[src/rtl/gups_mem_arbiter.sv]
// Round-robin arbiter sharing one memory port between GUPS engines; holds the
// grant across a full read-modify-write and counts completed updates.
module gups_mem_arbiter #(
  parameter int unsigned N_ENG = 4,
  parameter int unsigned AW    = 64,
  parameter int unsigned DW    = 64,
  parameter int unsigned CW    = 32
) (
  input  logic                clk,
  input  logic                reset,
  input  logic                enable,
  input  logic [N_ENG-1:0]    eng_req,
  input  logic [N_ENG-1:0]    eng_wr,
  input  logic [N_ENG*AW-1:0] eng_addr,
  input  logic [N_ENG*DW-1:0] eng_wdata,
  output logic [DW-1:0]       eng_rdata,
  output logic [N_ENG-1:0]    eng_ready,
  output logic                mem_req,
  output logic                mem_wr,
  output logic [AW-1:0]       mem_addr,
  output logic [DW-1:0]       mem_wdata,
  input  logic [DW-1:0]       mem_rdata,
  input  logic                mem_ready,
  output logic [N_ENG-1:0]    grant,
  output logic                busy,
  output logic [CW-1:0]       update_count
);

  localparam int unsigned IW = (N_ENG > 1) ? $clog2(N_ENG) : 1;

  typedef enum logic [2:0] {S_IDLE, S_RD, S_WAIT_WR, S_WR, S_REL} state_t;

  state_t           r_state;
  logic [IW-1:0]    r_rr;
  logic [IW-1:0]    r_gidx;

  logic [N_ENG-1:0] w_cand;
  logic             w_found;
  logic [IW-1:0]    w_pick;
  logic [IW-1:0]    w_rr_next;
  logic             w_greq;
  logic             w_gwr;
  int unsigned      w_idx;

  // First read-phase requester scanning upward from the round-robin pointer.
  always_comb begin
    w_cand  = eng_req & ~eng_wr;
    w_found = 1'b0;
    w_pick  = '0;
    w_idx   = 0;
    for (int unsigned k = 0; k < N_ENG; k++) begin
      w_idx = (32'(r_rr) + k) % N_ENG;
      if (!w_found && w_cand[IW'(w_idx)]) begin
        w_found = 1'b1;
        w_pick  = IW'(w_idx);
      end
    end
  end

  assign w_greq    = eng_req[r_gidx];
  assign w_gwr     = eng_wr[r_gidx];
  assign w_rr_next = (32'(r_gidx) == N_ENG - 1) ? '0 : r_gidx + IW'(1);

  always_ff @(posedge clk or negedge reset) begin
    if (!reset) begin
      r_state      <= S_IDLE;
      r_rr         <= '0;
      r_gidx       <= '0;
      mem_req      <= 1'b0;
      mem_wr       <= 1'b0;
      mem_addr     <= '0;
      mem_wdata    <= '0;
      eng_rdata    <= '0;
      eng_ready    <= '0;
      grant        <= '0;
      busy         <= 1'b0;
      update_count <= '0;
    end else begin
      eng_ready <= '0;
      case (r_state)
        S_IDLE: begin
          if (enable && w_found) begin
            grant    <= {{(N_ENG-1){1'b0}}, 1'b1} << w_pick;
            r_gidx   <= w_pick;
            mem_addr <= eng_addr[32'(w_pick)*AW +: AW];
            mem_req  <= 1'b1;
            mem_wr   <= 1'b0;
            busy     <= 1'b1;
            r_state  <= S_RD;
          end
        end
        S_RD: begin
          if (mem_ready) begin
            eng_rdata <= mem_rdata;
            eng_ready <= grant;
            mem_req   <= 1'b0;
            r_state   <= S_WAIT_WR;
          end
        end
        S_WAIT_WR: begin
          // A dropped request here means the engine abandoned the update.
          if (!w_greq) begin
            grant   <= '0;
            busy    <= 1'b0;
            r_state <= S_IDLE;
          end else if (w_gwr) begin
            mem_wdata <= eng_wdata[32'(r_gidx)*DW +: DW];
            mem_req   <= 1'b1;
            mem_wr    <= 1'b1;
            r_state   <= S_WR;
          end
        end
        S_WR: begin
          if (mem_ready) begin
            eng_ready    <= grant;
            mem_req      <= 1'b0;
            mem_wr       <= 1'b0;
            update_count <= update_count + CW'(1);
            r_state      <= S_REL;
          end
        end
        S_REL: begin
          // Wait for the stale request to clear so it is not re-granted.
          if (!w_greq) begin
            r_rr    <= w_rr_next;
            grant   <= '0;
            busy    <= 1'b0;
            r_state <= S_IDLE;
          end
        end
        default: r_state <= S_IDLE;
      endcase
    end
  end

endmodule

[config.mk]
export PLATFORM = sky130hd
export DESIGN_NAME = gups_mem_arbiter
export DESIGN_NICKNAME = d
export VERILOG_FILES = /design/src/rtl/gups_mem_arbiter.sv
export SDC_FILE = /design/constraint.sdc
export NUM_CORES = 1
export LEC_CHECK = 0
export BUFFER_PORTS_ARGS = -buffer_cell sky130_fd_sc_hd__buf_4
export CAP_MARGIN = 10
export CORE_AREA = 3 3 315 317
export CTS_CLUSTER_SIZE = 20
export DETAILED_ROUTE_END_ITERATION = 12
export DIE_AREA = 0 0 318 320
export GPL_ROUTABILITY_DRIVEN = 0
export PLACE_DENSITY = 0.34
export SYNTH_ARGS = -nofsm -noshare
export SYNTH_HDL_FRONTEND = slang
export SYNTH_SLANG_ARGS = --single-unit
[constraint.sdc]
create_clock -name clk -period 4.15 [get_ports clk]
set_input_delay 0.6225 -clock clk [delete_from_list [all_inputs] [get_ports clk]]
set_output_delay 0.6225 -clock clk [all_outputs]
set_load 0.05 [all_outputs]
== Word level (Yosys, flattened, before mapping) ==
Cells that the tools add are included.

* Add/sub/neg operators: 5
* Multipliers: 0
* Div/mod/pow operators: 0
* Magnitude comparators: 5
* Equality and inequality tests: 14
* Shift operators: 3
* Muxes and demuxes: 42
* Bitwise operators: 3
* Reduce and logical (&&, ||, !) cells: 22

{| class="wikitable"
|+ Operators with widths
! kind !! number
|-
| variable part select 256 x 9 -> 64 bit || 2
|-
| adder 32 x 1 -> 32 bit, second input constant || 1
|-
| 2-to-1 mux 3 bit || 6
|-
| 2-to-1 mux 1 bit || 16
|-
| 2-to-1 mux 4 bit || 4
|-
| < comparator 2 x 3 -> 1 bit, second input constant || 5
|-
| one-hot mux 3 bit (5 select lines) || 1
|-
| AND reduction 5 bit || 3
|-
| inequality test 2 bit, second input constant || 7
|-
| binary-select mux 1 bit (select 2 bit) || 6
|-
| 2-to-1 mux 2 bit || 5
|-
| one-hot mux 4 bit (2 select lines) || 1
|-
| AND reduction 2 bit || 4
|-
| equality test 3 x 2 -> 1 bit, second input constant || 2
|-
| one-hot mux 1 bit (3 select lines) || 2
|-
| AND reduction 3 bit || 2
|-
| nonzero test 3 bit || 2
|-
| adder 2 x 1 -> 2 bit, second input constant || 2
|-
| adder 2 bit, second input constant || 2
|-
| bitwise AND 4 bit || 1
|-
| logical AND 1 bit || 4
|-
| inverter 4 bit || 1
|-
| OR reduction 2 bit || 2
|-
| left shift 1 x 2 -> 4 bit, first input constant || 1
|-
| other kinds (10) || 12
|}

* Flip-flop bits (word level): 242
* Latch bits: 0
* Memory bits (writable): 0
* ROM bits: 0
* Input bits: 588
* Output and inout port bits: 235
* Word-level logic and storage cells: 106
* Memories: 0

== Longest topological paths before layout ==
* Depth after elaboration: 17
* Mapped depth: 8
* Mapped depth without buffers: 5

== Worst setup path before layout ==
OpenSTA, ideal clock, no wires.

* Path type: input -> register
* From: input port eng_wr[1]
* To: register mem_addr[16]
* Setup time: 134 ps
* Arrival: 2,008 ps
* Data required time: 4,016 ps
* Setup slack: 2,008 ps
* Stages on the path: 8
* Buffers on the path: 3
* Cells stage by stage: and2b_2 -> nor3b_1 -> o311ai_1 -> buf_6 -> buf_12 -> buf_12 -> mux2i_1 -> o221ai_2

* Cells in the longest elaborated chain, start to end: 16
* Elaborated cells between the ends (all ways): 27
* Classes of those cells: shift (1); mux (16); bitwise (2); reduce/logical (8)

{| class="wikitable"
|+ RTL lines
! item !! line !! source
|-
| start: declaration || 13 || <nowiki>input logic [N_ENG-1:0] eng_wr,</nowiki>
|-
| inverter 4 bit (*) || 47 || <nowiki>w_cand = eng_req & ~eng_wr;</nowiki>
|-
| bitwise AND 4 bit (*) || 47 ||
|-
| parallel branches: the longest is 14 deep, another holds binary-select mux 1 bit (select 2 bit) || n/a ||
|-
| end signal: assignment || 85 || <nowiki>mem_addr <= eng_addr[32'(w_pick)*AW +: AW];</nowiki>
|-
| end: declaration || 20 || <nowiki>output logic [AW-1:0] mem_addr,</nowiki>
|}

Every way passes the cells marked *. The select of a mux whose other input is x is not followed.
A chain may end at the register's enable or synchronous reset.

== Worst setup path after layout ==
* From: register r_state[1]
* To: register update_count[13]

* Cells in the longest elaborated chain, start to end: 2

{| class="wikitable"
|+ RTL lines
! item !! line !! source
|-
| start: declaration || 33 || <nowiki>state_t r_state;</nowiki>
|-
| start signal: assignment || 66 || <nowiki>r_state <= S_IDLE;</nowiki>
|-
| start signal: assignment || 89 || <nowiki>r_state <= S_RD;</nowiki>
|-
| start signal: assignment || 97 || <nowiki>r_state <= S_WAIT_WR;</nowiki>
|-
| equality test 3 x 2 -> 1 bit || 80 || <nowiki>case (r_state)</nowiki>
|-
| AND reduction 2 bit (no line) || n/a ||
|-
| end signal: assignment || 118 || <nowiki>update_count <= update_count + CW'(1);</nowiki>
|-
| end: declaration || 26 || <nowiki>output logic [CW-1:0] update_count</nowiki>
|}

Every way passes these cells.

==> metrics.txt <==
crit start category flip-flop; RR Endpoint update_count[13]; Fin. Hold Viols 0; CP cell instances nand4b_1, nor3_1, nor2b_1, nand4_1, xnor2_1; post-CTS setup buffer count 0; Worst-path clk slew 0.06 ns; Tot Pwr 16.04 mW; HPWL Detailed 54970 um; Final WS setup 1.478 ns; die area 101800 um2; Synth Area per Inst 14.14 um2; Peak VDD IR 327.4 uV; most frequent cells in the layout buf_4 (838), dfrtp_1 (240), mux2i_1 (128), mux2_1 (101), nand2_1 (88); Post-synth ARST share 1.000; Slew headroom 0.3176; Layout Area Growth over Synthesis 66.70%; Tmin final 2.672 ns; Die Height 320 um; Worst Path Class, Setup reg -> reg; Metal-1 WL 25990 um; Data arrival, critical path 3.11 ns; top sig layer met5; CP top delay family simple AND/OR/NAND/NOR gates; Final Setup Violations 0; setup_tns 0 ns; period utilization 0.6440; DRT Pass-1 Iters 4; 1st-iter DRT viols 423; r2r worst-path depth 5; synthesized net count 1515; Cell Rows 114; root buffer cell clkbuf_16; Slowest Stage Delay on Critical Path 0.71 ns; yosys warns 0; Filler cells 10390; gr usage total 0.1267; Syn Inst Count 925; pre-CTS setup slack 1.136 ns; initial antenna violation count 10; PwrDens 735.5 nW/um2; Lkg Pwr 10.34 nW; Layout Skew 0.02111 ns; Most used DFF post-synth dfrtp_1; total gr overflow 0; Ports 823; Vias/cell 3.744; Post-synth EDFFs 0; clock latency at the later pin of the worst-skew pair 0.55 ns; wire length on met2 34190 um; CP Buf/Inv Count 0; CTS tree yes; met3 wire len 5603 um; number of buffers created by CTS 36; pin count of the biggest net entering global routing 90; Resize count post-CTS 0; RSZ-0062 raised after global routing false; Fmax 374.2 MHz; Clock Path Buffers 3; crit path max fanout 15; Hold WC Path Type in -> async; CTS H-tree lvls 2; Required @ worst endpoint 4.58 ns; Yosys reg bits 242; most common cell after layout, fill and taps aside buf_4; NumNets Final 2331; IO buf count 822; Residual DRC 0; Cell Area, Synth 13080 um2; share of layout cells above drive strength 1 0.6075; wire per inst 22.17 um; routed vias 11420; vias in the first global route 12550; register area share after synthesis 0.4630; first-pass GRT wire length 94120 um; clk sink count 242; FF-to-FF setup slack 1.48 ns; max capacitance violation total 0; Routed Antenna Nets 0; Slew @ Worst Pin 1.024 ns; Pins Over Slew Limit 0; count of cell types in the netlist 50; run status complete, no violations; chip width 318 um; reg2reg start r_state[1]; Starting Density 0.1354; core area 96570 um2; Crit. End Element flip-flop; Post-CTS Hold Buffers 0; final wirelength 67630 um; CP max-delay cell dfrtp_1
## power by group
group          switching (mW)  internal [mW]
clock network            1.23           1.80
logic                    5.76           3.18
registers               0.716           3.36
## cells by family (layout without fill, tap and decap cells)
group,Yosys count,in the layout,share of synthesized area
flip-flops,242,242,0.4630
AO/OA/AOI/OAI,81,81,0.08333
AND/OR/NAND/NOR,170,170,0.06324
other,0,6,0
adder cells (fa/ha/maj),2,2,0.001913
multiplexers,324,324,0.3235
XOR/XNOR,33,33,0.02210
buffers and inverters,73,916,0.04286
## state kept, by name (all words and copies together) (netlist names), 2 cells and up
| register | flops |
|---|---|
| eng_rdata | 64 |
| mem_addr | 64 |
| mem_wdata | 64 |
| update_count | 32 |
| eng_ready | 4 |
| grant | 4 |
| r_state | 3 |
| r_gidx | 2 |
| r_rr | 2 |
## worst max path at each step
stage / start / slack [ns] / endpoint / depth (start not counted)
after floorplan: eng_wr[1] / 2.01 / mem_addr[16] / 8
after global placement: eng_wr[1] / 1.16 / mem_addr[61] / 7
after detailed placement: eng_wr[1] / 1.14 / mem_addr[7] / 7
after CTS: r_state[1] / 1.33 / update_count[13] / 5
after global routing: r_state[1] / 1.07 / update_count[13] / 5
final: r_state[1] / 1.48 / update_count[13] / 5
## routing by layer
layer | track usage | vias up
li1 | - | 5191
met4 | 0.03769 | 8
met3 | 0.04695 | 91
met5 | 0 | -
met1 | 0.1447 | 5687
met2 | 0.2204 | 443
## cell usage after synthesis, types with 4 or more instances
cell | count | area share
xnor2_1 | 28 | 0.019
and4_1 | 4 | 0.0027
o221ai_2 | 64 | 0.073
xor2_1 | 5 | 0.0033
mux2_2 | 29 | 0.025
o21ai_0 | 4 | 0.0015
and3_1 | 4 | 0.0019
mux4_2 | 66 | 0.11
nor2b_1 | 4 | 0.0019
bufbuf_8 | 4 | 0.0057
nor2_1 | 18 | 0.0052
nand3_1 | 15 | 0.0057
buf_12 | 8 | 0.012
buf_2 | 29 | 0.011
and2_1 | 6 | 0.0029
dfrtp_1 | 242 | 0.46
buf_4 | 11 | 0.0063
mux2i_1 | 128 | 0.098
nand2_1 | 89 | 0.026
nor3_1 | 4 | 0.0015
inv_1 | 5 | 0.0014
mux2_1 | 101 | 0.087
nand4_1 | 11 | 0.0053
clkbuf_1 | 12 | 0.0034
## layout make-up
class,count,area (um2),area share
Antenna cell,6,15.01,0.0006887
Clock buffer,51,1027,0.04712
Clock inverter,14,135.1,0.006198
Inverter,5,18.77,0.0008608
Multi-Input combinational cell,610,6500,0.2981
Sequential cell,242,6063,0.2781
Tap cell,1276,1597,0.07323
Timing Repair Buffer,846,6446,0.2957
## through the flow
step	cell area (um2)	hold slack (ns)	util	instances
floorplan	13080	0.3269	-	925
global placement	20620	0.4611	0.2136	2979
detailed placement	20620	0.4668	0.2136	2979
CTS	21790	0.1213	0.2256	3044
global route	21790	0.1321	0.2257	3046
finish	21800	0.09596	0.2258	3050
Note: power is estimated with default switching activity, not from simulation.
